==> src/rtl/id_ex_stage.sv <==
// ID/EX pipeline register with load-use hazard detection, bubble insertion,
// branch flush handling and saturating stall/flush event counters.
module id_ex_stage #(
  parameter int DATA_W     = 32,
  parameter int REG_ADDR_W = 5,
  parameter int CNT_W      = 16
) (
  input  logic                  clk,
  input  logic                  reset,
  input  logic [REG_ADDR_W-1:0] IF_ID_RegRs,
  input  logic [REG_ADDR_W-1:0] IF_ID_RegRt,
  input  logic [REG_ADDR_W-1:0] IF_ID_RegRd,
  input  logic [DATA_W-1:0]     IF_ID_PC4,
  input  logic [DATA_W-1:0]     ReadData1,
  input  logic [DATA_W-1:0]     ReadData2,
  input  logic [DATA_W-1:0]     SignExtImm,
  input  logic                  Ctrl_RegWrite,
  input  logic                  Ctrl_MemtoReg,
  input  logic                  Ctrl_MemRead,
  input  logic                  Ctrl_MemWrite,
  input  logic                  Ctrl_Branch,
  input  logic                  Ctrl_ALUSrc,
  input  logic                  Ctrl_RegDst,
  input  logic [1:0]            Ctrl_ALUOp,
  input  logic                  Flush,
  output logic [REG_ADDR_W-1:0] ID_EX_RegRs,
  output logic [REG_ADDR_W-1:0] ID_EX_RegRt,
  output logic [REG_ADDR_W-1:0] ID_EX_RegRd,
  output logic [DATA_W-1:0]     ID_EX_PC4,
  output logic [DATA_W-1:0]     ID_EX_ReadData1,
  output logic [DATA_W-1:0]     ID_EX_ReadData2,
  output logic [DATA_W-1:0]     ID_EX_SignExtImm,
  output logic                  ID_EX_RegWrite,
  output logic                  ID_EX_MemtoReg,
  output logic                  ID_EX_MemRead,
  output logic                  ID_EX_MemWrite,
  output logic                  ID_EX_Branch,
  output logic                  ID_EX_ALUSrc,
  output logic                  ID_EX_RegDst,
  output logic [1:0]            ID_EX_ALUOp,
  output logic                  ID_EX_Valid,
  output logic                  PC_Write,
  output logic                  IF_ID_Write,
  output logic                  Stall,
  output logic [CNT_W-1:0]      Stall_Count,
  output logic [CNT_W-1:0]      Flush_Count
);

  typedef struct packed {
    logic [REG_ADDR_W-1:0] rs;
    logic [REG_ADDR_W-1:0] rt;
    logic [REG_ADDR_W-1:0] rd;
    logic [DATA_W-1:0]     pc4;
    logic [DATA_W-1:0]     rdata1;
    logic [DATA_W-1:0]     rdata2;
    logic [DATA_W-1:0]     imm;
    logic                  reg_write;
    logic                  mem_to_reg;
    logic                  mem_read;
    logic                  mem_write;
    logic                  branch;
    logic                  alu_src;
    logic                  reg_dst;
    logic [1:0]            alu_op;
    logic                  valid;
  } id_ex_t;

  localparam logic [CNT_W-1:0] CNT_ONE = {{(CNT_W-1){1'b0}}, 1'b1};
  localparam logic [CNT_W-1:0] CNT_MAX = {CNT_W{1'b1}};

  id_ex_t            id_in;
  id_ex_t            ex_q, ex_d;
  logic [CNT_W-1:0]  stall_cnt_q, stall_cnt_d;
  logic [CNT_W-1:0]  flush_cnt_q, flush_cnt_d;
  logic              hazard;
  logic              stall;

  always_comb begin
    id_in            = '0;
    id_in.rs         = IF_ID_RegRs;
    id_in.rt         = IF_ID_RegRt;
    id_in.rd         = IF_ID_RegRd;
    id_in.pc4        = IF_ID_PC4;
    id_in.rdata1     = ReadData1;
    id_in.rdata2     = ReadData2;
    id_in.imm        = SignExtImm;
    id_in.reg_write  = Ctrl_RegWrite;
    id_in.mem_to_reg = Ctrl_MemtoReg;
    id_in.mem_read   = Ctrl_MemRead;
    id_in.mem_write  = Ctrl_MemWrite;
    id_in.branch     = Ctrl_Branch;
    id_in.alu_src    = Ctrl_ALUSrc;
    id_in.reg_dst    = Ctrl_RegDst;
    id_in.alu_op     = Ctrl_ALUOp;
    id_in.valid      = 1'b1;
  end

  // A load writing $0 never produces a usable value, so it cannot cause a stall.
  always_comb begin
    hazard = ex_q.mem_read && ex_q.valid && (ex_q.rt != '0) &&
             ((ex_q.rt == IF_ID_RegRs) || (ex_q.rt == IF_ID_RegRt));
    stall  = hazard && !Flush;
  end

  always_comb begin
    ex_d        = id_in;
    stall_cnt_d = stall_cnt_q;
    flush_cnt_d = flush_cnt_q;
    if (Flush) begin
      ex_d = '0;
      if (flush_cnt_q != CNT_MAX) flush_cnt_d = flush_cnt_q + CNT_ONE;
    end else if (stall) begin
      ex_d = '0;
      if (stall_cnt_q != CNT_MAX) stall_cnt_d = stall_cnt_q + CNT_ONE;
    end
  end

  always_ff @(posedge clk) begin
    if (reset) begin
      ex_q        <= '0;
      stall_cnt_q <= '0;
      flush_cnt_q <= '0;
    end else begin
      ex_q        <= ex_d;
      stall_cnt_q <= stall_cnt_d;
      flush_cnt_q <= flush_cnt_d;
    end
  end

  assign ID_EX_RegRs      = ex_q.rs;
  assign ID_EX_RegRt      = ex_q.rt;
  assign ID_EX_RegRd      = ex_q.rd;
  assign ID_EX_PC4        = ex_q.pc4;
  assign ID_EX_ReadData1  = ex_q.rdata1;
  assign ID_EX_ReadData2  = ex_q.rdata2;
  assign ID_EX_SignExtImm = ex_q.imm;
  assign ID_EX_RegWrite   = ex_q.reg_write;
  assign ID_EX_MemtoReg   = ex_q.mem_to_reg;
  assign ID_EX_MemRead    = ex_q.mem_read;
  assign ID_EX_MemWrite   = ex_q.mem_write;
  assign ID_EX_Branch     = ex_q.branch;
  assign ID_EX_ALUSrc     = ex_q.alu_src;
  assign ID_EX_RegDst     = ex_q.reg_dst;
  assign ID_EX_ALUOp      = ex_q.alu_op;
  assign ID_EX_Valid      = ex_q.valid;
  assign Stall            = stall;
  assign PC_Write         = !stall;
  assign IF_ID_Write      = !stall;
  assign Stall_Count      = stall_cnt_q;
  assign Flush_Count      = flush_cnt_q;

endmodule
==> config.mk <==
export PLATFORM = sky130hd
export DESIGN_NAME = id_ex_stage
export DESIGN_NICKNAME = d
export VERILOG_FILES = /design/src/rtl/id_ex_stage.sv
export SDC_FILE = /design/constraint.sdc
export NUM_CORES = 1
export LEC_CHECK = 0
export CORE_AREA = 2 2 132 134
export CTS_CLUSTER_DIAMETER = 150
export DETAILED_ROUTE_END_ITERATION = 7
export DIE_AREA = 0 0 134 136
export GPL_TIMING_DRIVEN = 1
export PLACE_DENSITY = 0.76
export SLEW_MARGIN = 20
export SYNTH_ARGS = -nofsm -noshare
export SYNTH_HDL_FRONTEND = slang
export SYNTH_SLANG_ARGS = --single-unit
==> constraint.sdc <==
create_clock -name clk -period 1.9 [get_ports clk]
set_input_delay 0.38 -clock clk [delete_from_list [all_inputs] [get_ports clk]]
set_output_delay 0.38 -clock clk [all_outputs]
set_load 0.02 [all_outputs]
# Yosys cells after proc, flatten, opt, wreduce, memory -nomap -nowiden
# Index checks and enable logic that the tools add are counted.
[totals] word_cells=38 output_inout_bits=188 reg_bits=185 in_bits=155
[classes] muxes=1 n_bitwise=1 n_reduce_logical=12 eq_ne=4 n_addsub=2
[op_table] op="16-bit by 1-bit adder with 16-bit output (second input constant)" count=2
[op_table] op="16-bit inequality test (second input constant)" count=2
[op_table] op="5-bit equality test" count=2
[op_table] op="5-bit nonzero test" count=1
[op_table] op="1-bit logical AND" count=4
[op_table] op="3-bit AND reduction" count=1
[op_table] op="3-bit OR reduction" count=1
[op_table] op="1-bit logical NOT" count=2
[op_table] op="2-bit AND reduction" count=1
[op_table] op="2-bit OR reduction" count=1
[op_table] op="1-bit logical OR" count=1
[op_table] op="1-bit 2-to-1 mux" count=1
[op_table] op="1-bit NOT" count=1

# Logic depth before layout (Yosys ltp)
[logic_depth] depth_word=5 depth_mapped=8 depth_no_buf=6

# Worst setup path before layout
# OpenSTA, ideal clock, no wires.
[synth_path] path_kind="register to output" from="reg ex_q, in the netlist ID_EX_RegRt[0]" to="out PC_Write" slack_ns=-0.197 arrival_ns=1.717 path_buffers=2 required_time_ns=1.520 path_stages_with_launch=7 path_cell_list="dfxtp_1 > xor2_1 > nor3_1 > a22oi_1 > clkbuf_1 > nand2b_1 > buf_4"
[synth_between] elab_chain_len=5 elab_cells_between_ends=8 classes_between="eq/ne: 2; reduce/logical: 6"
[synth_rtl] element="from (decl)" line_no="72" rtl="id_ex_t ex_q, ex_d;"
[synth_rtl] element="from (signal assigned)" line_no="120" rtl="ex_q <= '0;"
[synth_rtl] element="from (signal assigned)" line_no="124" rtl="ex_q <= ex_d;"
[synth_rtl] element="5-bit equality test or 5-bit nonzero test (tied branches)" line_no="101, 100"
[synth_rtl] element="1-bit logical OR or 1-bit logical AND (tied branches)" line_no="101, 100"
[synth_rtl] element="1-bit logical AND *" line_no="100" rtl="hazard = ex_q.mem_read && ex_q.valid && (ex_q.rt != '0) &&"
[synth_rtl] element="1-bit logical AND *" line_no="102" rtl="stall = hazard && !Flush;"
[synth_rtl] element="1-bit logical NOT *"
[synth_rtl] element="to (decl)" line_no="42" rtl="output logic PC_Write,"
# Mark *: on every way between the ends. The rest lies on a longest branch, timed or not.

# Worst setup path after layout
[layout_path] from="reg ex_q, in the netlist ID_EX_RegRt[2]" to="reg ex_q, in the netlist ID_EX_ReadData2[10]"
[layout_between] elab_chain_len=5 elab_cells_between_ends=8 classes_between="eq/ne: 2; reduce/logical: 6"
[layout_rtl] element="5-bit equality test or 5-bit nonzero test (tied branches)" line_no="101, 100"
[layout_rtl] element="1-bit logical OR or 1-bit logical AND (tied branches)" line_no="101, 100"
[layout_rtl] element="1-bit logical AND *" line_no="100"
[layout_rtl] element="1-bit logical AND *" line_no="102"
[layout_rtl] element="3-bit OR reduction (no line) *"
# Marks and branches as above.
# A chain may end at the register's enable or synchronous reset.

==> out/results.ini <==
[sta]
finalWorstSetupSlack_ns=-0.3301
rsz0062_at_grt=true
tightest_slew_ns=0.3886
setup_viol=167
slew-limit-headroom=0.7401
fin_crit_ns=2.230
slew_violations=0
period_share=1.174
finClkSkew_ns=0.01810
fmax_ghz=0.4484
hold_viol=0
whs_ns=0.3086

[floorplan]
start_util=0.3531
dieArea_um2=18220
row_count=48
core_area_um2=16880
die_h_um=136
fp.dieW_um=134
num_io_pins=343

[placed_design]
port_buffers=342
placed_cell_area_um2=9861
dp_hpwl_mm=14.85
place_congestion=0.8337

[layout]
drive_gt1_frac=0.2920
area_growth_pct=97.58
layout.nets=1120
fin_area_um2=11780

[cts]
cts_tree=built
cts_max_path_buffers=2
cts.sinks=185
root_buffer=clkbuf_16
htree_levels=4
cts_hold_buf=0
clock_latency_ns=0.43
clkSlewWorstSetupHoldPaths_ns=0.07
numCtsBuffers=17

[drt]
drt_wl_total_mm=24.02
routedWlPerCell_um=19.98
ant_nets=0
vias=5547
drcViolationCount=0
drt-vias-per-instance=4.615
drtPass1Iterations=6
drt_iter0_drc=271

[outcome]
status=finished with violations
violations=setup timing

[power_and_ir_drop]
p_clk_frac=0.394
peakVddDrop_uv=655.0
power_density_nw_per_um2=761.3
switching_power_mw=2.225
p_int_mw=6.739
p_leak_nw=5.082
comb_power_share=0.153
p_sw_frac=0.2482
sequentialPowerShare=0.453

[worst_setup_path]
r2r_cells=10
r2r_slack_ns=-0.33
critPathLaunchType=flop
arrival_ns=2.60
crit_path_end_kind=flop
r2r-start=ID_EX_RegRt[2]
crit_start=ID_EX_RegRt[2]
r2r_end=ID_EX_ReadData2[10]
crit_required_ns=2.27
critical_path_class=flop to flop
cp_max_fo=8

[synth]
synth.distinct_cells=43
ys.flop_type=dfxtp_1
synth_top_family_by_area=simple AND/OR/NAND/NOR gates
yosysSeqAreaShare=0.6215
ys_seq_elements=185
synthesis.nets=700
synth_area_um2=5959
synth_compound_gate_area_share=0.04136
synth_cells=543
synthSimpleGateAreaFrac=0.2578
synth-xor-area-share=0.02939
synth_edf_count=0
syn_area_per_cell_um2=10.98
ys_warn_count=0
async_reset_ff_frac=0
synth_fa_ha_area_frac=0.004199
synth_mux_area_frac=0.009448

[global_route]
grtUsageTotal=0.2421
grt_max_degree=38
antenna_found_initial=2
overflow=0
grt_pass1_wl_mm=32.70
grt_pass1_vias=5625

[job]
maxCapViolations=0

[worst_hold_path]
min_path_type=input pin to flop
hold_depth=2
worstHoldStart=IF_ID_RegRs[4]
min_to=ID_EX_RegRs[4]

==> worst max-delay path: stages, from the launching register on <==
cell and delay, ns:
dfxtp_2 0.32, or4_4 0.54, buf_4 0.17, o2111ai_4 0.21, buf_6 0.13, o21a_4 0.16
buf_12 0.13, buf_8 0.11, buf_8 0.13, buf_16 0.14, and2_4 0.14
==> synth_stat cells, types with 2 or more instances <==
cell	number	area (um^2)
ha_1	2	25.02
nand2_1	6	22.52
nor4b_1	2	17.52
clkbuf_2	7	35.03
and3_1	3	18.77
nand3_1	11	55.05
nor3_1	9	45.04
a211oi_1	2	15.01
nor4_1	3	18.77
and2_1	153	957.2
and4_1	2	17.52
nor2_1	29	108.9
mux2_2	4	45.04
a21oi_1	16	80.08
buf_2	4	20.02
buf_6	9	101.4
inv_1	8	30.03
nor3b_1	2	15.01
nor2b_1	4	25.02
clkbuf_1	5	18.77
xnor2_1	8	70.07
o31ai_1	5	37.54
a31oi_1	3	18.77
xor2_1	12	105.1
dfxtp_1	185	3704
or4_1	7	52.55
o21ai_0	8	40.04
or3_1	7	43.79
nand4_1	13	81.33
==> cells by family (layout without fill, tap and decap cells) <==
| group | count (synthesis) | in the layout |
|---|---|---|
| adder cells (fa/ha/maj) | 2 | 2 |
| buffers and inverters | 35 | 468 |
| AND/OR/NAND/NOR | 257 | 257 |
| flip-flops | 185 | 185 |
| XOR/XNOR | 20 | 20 |
| other | 0 | 1 |
| AO/OA/AOI/OAI | 39 | 39 |
| multiplexers | 5 | 5 |
==> per-stage QoR <==
step	TNS [ns]	std cells	util	total power [mW]	worst slack, ns
floorplan	0	543	-	4.497	0.006400
global placement	-76.41	1126	0.5843	5.135	-0.6432
detailed placement	-80.92	1126	0.5843	5.149	-0.6697
CTS	-34.89	1196	0.6678	8.856	-0.3489
global route	-39.81	1202	0.6977	9.225	-0.3786
finish	-30.91	1202	0.6977	8.965	-0.3301
==> layout by cell type (no fill, tap or decap), types with 9 or more instances in the layout <==
| cell type | count |
|---|---|
| a21oi_1 | 11 |
| and2_1 | 29 |
| and2_4 | 124 |
| buf_12 | 11 |
| buf_16 | 10 |
| buf_4 | 40 |
| buf_6 | 12 |
| buf_8 | 9 |
| clkbuf_16 | 22 |
| clkdlybuf4s50_1 | 304 |
| dfxtp_1 | 180 |
| dlygate4sd2_1 | 16 |
| dlymetal6s2s_1 | 19 |
| nand3_1 | 10 |
| nand4_1 | 13 |
| nor2_1 | 28 |
| xor2_1 | 9 |
==> layout make-up <==
cell class	instances	area [um^2]
antenna	1	2.502
clock buffer	19	442.9
clock inverter	13	132.6
fill	1163	5101
inverter	9	33.78
multi-input combinational	323	2527
sequential	185	3710
tap	225	281.5
timing repair buffer	427	4644
==> timing repair <==
item | 4_1_cts | 5_1_grt
endpoints found under the setup margin | 181 | 189
buffers inserted | 20 | 11
gates resized for setup | 87 | 185
pin swaps | 15 | 89
cloned | 18 | 5
==> sequential cells by signal, indices dropped and copies added (netlist names), 2 cells and up <==
name / count
ID_EX_RegRd: 5
Stall_Count: 16
ID_EX_ReadData2: 32
Flush_Count: 16
ID_EX_RegRt: 5
ID_EX_PC4: 32
ID_EX_RegRs: 5
ID_EX_ReadData1: 32
ID_EX_ALUOp: 2
ID_EX_SignExtImm: 32
==> metal layers <==
layer	part of all wire	up-vias	GRT usage
met5	0	-	0
met4	0.024	0	0.09634
met3	0.080	40	0.1029
met2	0.52	239	0.4239
met1	0.37	2639	0.2581
li1	-	2629	-
==> power groups by stage <==
stage	clock, mW	sequential [mW]	combinational, mW
floorplan	0	4.32	0.181
global placement	0	4.14	0.996
detailed placement	0	4.15	1.00
CTS	3.56	4.06	1.24
global route	3.73	4.07	1.43
finish	3.53	4.06	1.37
==> how the worst max path moves through the flow <==
stage / endpoint / cells past startpoint
6_report: ID_EX_ReadData2[10] / 10
5_1_grt: ID_EX_ReadData1[5] / 10
2_1_floorplan: Flush_Count[9] / 6
3_5_place_dp: PC_Write / 6
4_1_cts: Stall / 5
3_3_place_gp: PC_Write / 6
(Power assumes the default switching activity.)
